File: src/rtl/alu_rr_arbiter.sv
// Round-robin arbiter sharing one ALU between the CPU, multiply FSM and divide FSM.
// Registered one-hot grant, lock with hold-limit preemption, and 1-cycle result capture.
module alu_rr_arbiter #(
  parameter int MAX_HOLD = 8
) (
  input  logic        clk,
  input  logic        rst,
  input  logic [2:0]  req,
  input  logic [2:0]  lock,
  input  logic [5:0]  op0,
  input  logic [5:0]  op1,
  input  logic [5:0]  op2,
  input  logic [15:0] x0,
  input  logic [15:0] x1,
  input  logic [15:0] x2,
  input  logic [15:0] y0,
  input  logic [15:0] y1,
  input  logic [15:0] y2,
  input  logic [15:0] alu_result,
  input  logic [3:0]  alu_flags,
  output logic [5:0]  alu_opcode,
  output logic [15:0] alu_x_in,
  output logic [15:0] alu_y_in,
  output logic [2:0]  gnt,
  output logic [15:0] res_data,
  output logic [3:0]  res_flags,
  output logic [2:0]  res_valid,
  output logic [2:0]  preempt,
  output logic        busy
);

  localparam int CW = (MAX_HOLD > 15) ? $clog2(MAX_HOLD + 1) : 4;

  typedef enum logic {IDLE, GRANT} state_t;

  state_t        state;
  logic [1:0]    last_winner;
  logic [CW-1:0] hold_cnt;    // completed cycles of the current grant before this one

  logic [1:0] p0, p1, p2;
  logic [1:0] win_idx;
  logic       hold_hit;
  logic       keep;

  // The limit is reached in the MAX_HOLD-th consecutive grant cycle.
  assign hold_hit = (hold_cnt >= CW'(MAX_HOLD - 1));
  assign keep     = (state == GRANT) && (|(gnt & req & lock)) && !(hold_hit && |(req & ~gnt));
  assign busy     = |gnt;

  // NOTE: every always_comb output gets a default first so no latch is inferred.
  always_comb begin
    p0 = 2'd0;
    p1 = 2'd1;
    p2 = 2'd2;
    case (last_winner)
      2'd0:    begin p0 = 2'd1; p1 = 2'd2; p2 = 2'd0; end
      2'd1:    begin p0 = 2'd2; p1 = 2'd0; p2 = 2'd1; end
      default: begin p0 = 2'd0; p1 = 2'd1; p2 = 2'd2; end
    endcase

    if (req[p0])      win_idx = p0;
    else if (req[p1]) win_idx = p1;
    else              win_idx = p2;
  end

  always_comb begin
    alu_opcode = '0;
    alu_x_in   = '0;
    alu_y_in   = '0;
    case (gnt)
      3'b001: begin alu_opcode = op0; alu_x_in = x0; alu_y_in = y0; end
      3'b010: begin alu_opcode = op1; alu_x_in = x1; alu_y_in = y1; end
      3'b100: begin alu_opcode = op2; alu_x_in = x2; alu_y_in = y2; end
      default: ;
    endcase
  end

  // NOTE: sequential state uses non-blocking assignments only, so every register
  // samples pre-edge values regardless of statement order.
  always_ff @(posedge clk) begin
    if (rst) begin
      state       <= IDLE;
      gnt         <= '0;
      res_valid   <= '0;
      preempt     <= '0;
      res_data    <= '0;
      res_flags   <= '0;
      hold_cnt    <= '0;
      last_winner <= 2'd2;
    end else begin
      res_valid <= gnt & req;
      if (|(gnt & req)) begin
        res_data  <= alu_result;
        res_flags <= alu_flags;
      end

      preempt <= '0;
      if (keep) begin
        if (!hold_hit)
          hold_cnt <= hold_cnt + CW'(1);
      end else begin
        // A locked, still-requesting owner only loses the grant to the hold limit.
        preempt  <= gnt & req & lock;
        hold_cnt <= '0;
        if (|req) begin
          state       <= GRANT;
          gnt         <= 3'b001 << win_idx;
          last_winner <= win_idx;
        end else begin
          state <= IDLE;
          gnt   <= '0;
        end
      end
    end
  end

endmodule

File: config.mk
export PLATFORM = sky130hd
export DESIGN_NAME = alu_rr_arbiter
export DESIGN_NICKNAME = d
export VERILOG_FILES = /design/src/rtl/alu_rr_arbiter.sv
export SDC_FILE = /design/constraint.sdc
export NUM_CORES = 1
export LEC_CHECK = 0
export CAP_MARGIN = 25
export CORE_MARGIN = 5
export CORE_UTILIZATION = 32
export DETAILED_ROUTE_END_ITERATION = 16
export HOLD_SLACK_MARGIN = 0.06
export PLACE_DENSITY = 0.87
export SLEW_MARGIN = 20
export SYNTH_ARGS = -nofsm -noshare
export SYNTH_HDL_FRONTEND = slang
export SYNTH_SLANG_ARGS = --single-unit
File: constraint.sdc
create_clock -name clk -period 5 [get_ports clk]
set_input_delay 0.75 -clock clk [delete_from_list [all_inputs] [get_ports clk]]
set_output_delay 0.75 -clock clk [all_outputs]
set_load 0.03 [all_outputs]
==> out/qor.csv <==
metric,value,unit
status,"finished, final reports clean",
wl_per_cell,17.6,µm
cts_setup_buffers,0,
drtIter0Drc,126,
dp.cells,562,
fp-row-count,29,
tritoncts,done,
peakVddDrop,181,µV
ant_nets,0,
cts_buffer_depth,2,
clkTransAtPathRegs,0.07,ns
rrSetupSlack,3.20,ns
setup_viol,0,
synth-seq-cells,36,
grt_pass1_vias,2886,
cts_buffers,5,
netlist_area,2090,µm²
finalHoldViolCount,0,
synthMuxAreaShare,0.959,%
viasPerCell,5.11,
area_delta_synth_final,106,%
dp_hpwl,7990,µm
cts-root-buf,clkbuf_8,
yosys_warnings,0,
fin_nets,635,
power,1.01,mW
fin_crit_sh,75.4,%
crit_type,register to output port,
synth-seq-area-share,34.5,%
worstPathRequired,4.25,ns
numClockSinks,36,
cts_resized,0,
synth-xor-area-share,0.420,%
finish.utilization,67.8,%
drc_errors,0,
crit_fanout,23,
max_freq,265,MHz
rsz0062_at_grt,no,
place_congestion,0.861,
fin_cells,569,
boundaryPins,210,
coreArea,6350,µm²
postCtsHoldBufs,0,
power_density,235,nW/µm²
fp.dieW,90.8,µm
grt_max_degree,46,
antenna_found_initial,0,
syn-num-nets,439,
fin_hold_ws,0.452,ns
cellLeakagePower,1.51,nW
worst_pin_slew,0.962,ns
wl,10000,µm
overflow,0,
port-buffer-count,209,
cp-end-kind,output port,
initial_utilization,32.9,%
synth-adder-area-share,0.600,%
nFillCells,542,
syn_inst,296,
diodes,0,
slew_headroom,35.8,%
post-route-min-period,3.77,ns
dr.pass1.iters,4,
drv_slew,0,
critPathLaunchType,register,
synthSimpleGateAreaFrac,25.7,%
ys_types,36,
synth-compound-area-share,32.3,%
min_path_type,register to register,
h-tree-depth,2,
clk_latency,0.29,ns
track_usage,22.9,%
drive_gt1_share,3.86,%
final.setup.tns,0,ns
syn_area_per_cell,7.05,µm²
fin_skew,0.00876,ns
synth_top_family_by_area,compound AO/OA/AOI/OAI gates,
die_h,90.8,µm
route.vias.total,2905,
grt_pass1_wl,15400,µm
dieArea,8240,µm²
worstPathArrival,3.02,ns
cap_violations,0,
## registers in the layout, indices dropped and copies added (netlist names)
register	count
res_flags	4
res_data	16
hold_cnt	4
state	1
last_winner	2
res_valid	3
gnt	3
preempt	3
## routing by layer
| layer | up-vias | global-route usage (%) | wire length [µm] |
|---|---|---|---|
| met5 | - | 0 | 0 |
| met4 | 0 | 5.96 | 137 |
| met3 | 15 | 5.00 | 655 |
| met2 | 121 | 42.6 | 5340 |
| met1 | 1327 | 26.0 | 3880 |
| li1 | 1442 | - | - |
## per-stage QoR
stage / area, µm² / setup WS (ns)
6_report: 4300 / 1.23
5_1_grt: 4300 / 0.965
4_1_cts: 4300 / 1.22
3_5_place_dp: 4230 / 1.54
3_3_place_gp: 4210 / 1.68
2_1_floorplan: 2090 / 2.13
## path summary, 6_finish.rpt
path	start	to	depth (start not counted)
max	gnt[1]	alu_y_in[13]	6
min	res_flags[3]	res_flags[3]	2
max reg2reg	gnt[2]	res_data[7]	5
min reg2reg	res_flags[3]	res_flags[3]	2
## power by group
group | internal (mW) | total, mW | switching [mW]
Combinational | 0.243 | 0.500 | 0.257
Sequential | 0.306 | 0.319 | 0.0133
Clock | 0.0946 | 0.193 | 0.0984
Total | 0.644 | 1.01 | 0.369
## worst max-delay path, cell delays in order (launching register included)
cell and delay [ns]:
dfxtp_1 0.48, inv_1 0.12, nor2_2 0.74, buf_4 0.35, a22oi_1 0.11, o21ai_0 0.21, clkdlybuf4s50_1 0.71
## final cells by class
class	instances	area [µm²]	share of cell area, %
Tap cell	77	96.3	2.24
Sequential cell	36	721	16.7
Timing Repair Buffer	214	2140	49.7
Inverter	3	11.3	0.262
Clock inverter	1	5.00	0.116
Multi-Input combinational cell	232	1260	29.3
Clock buffer	6	72.6	1.69
## cells by family after synthesis
family,Yosys count
mux,2
fa+ha+maj,1
simple gates,119
flops,36
compound gates,109
buf+inv,28
xor+xnor,1
## synthesized netlist by cell type, drive strengths merged
| cell | number | area, µm² |
|---|---|---|
| or3b | 1 | 8.76 |
| dfxtp | 36 | 721 |
| nor3b | 1 | 7.51 |
| or3 | 3 | 18.8 |
| xnor2 | 1 | 8.76 |
| nand2 | 82 | 308 |
| buf | 12 | 55.1 |
| ha | 1 | 12.5 |
| a211oi | 1 | 12.5 |
| nand3b | 1 | 7.51 |
| o32ai | 1 | 8.76 |
| nor2b | 2 | 12.5 |
| a31oi | 2 | 18.8 |
| inv | 3 | 11.3 |
| or2 | 1 | 8.76 |
| and3b | 1 | 8.76 |
| nor3 | 2 | 10.0 |
| nand3 | 1 | 5.00 |
| a21oi | 26 | 130 |
| and3 | 2 | 12.5 |
| a22o | 1 | 8.76 |
| nand2b | 3 | 18.8 |
| a22oi | 38 | 285 |
| and4 | 4 | 37.5 |
| mux2i | 2 | 20.0 |
| or2b | 1 | 7.51 |
| nor2 | 10 | 37.5 |
| clkbuf | 13 | 48.8 |
| nand4 | 3 | 18.8 |
| a32o | 1 | 10.0 |
| a31o | 1 | 8.76 |
| o21ai | 38 | 190 |
| nand4b | 1 | 8.76 |
## cell usage in the layout, fill, tap and decap left out, types with 2 or more instances in the layout
master / netlist / routed
nand2_1: 82 / 82
nand2b_1: 3 / 3
inv_1: 3 / 3
mux2i_1: 2 / 2
nand4_1: 3 / 3
a22oi_1: 38 / 38
clkbuf_8: 0 / 5
and3_1: 2 / 2
o21ai_0: 38 / 38
clkdlybuf4s50_1: 0 / 209
buf_4: 0 / 4
and4_1: 3 / 3
nor2_1: 10 / 9
dfxtp_1: 36 / 36
nor3_1: 2 / 2
a21oi_1: 26 / 26
or3_1: 3 / 3
(Power assumes the default switching activity.)
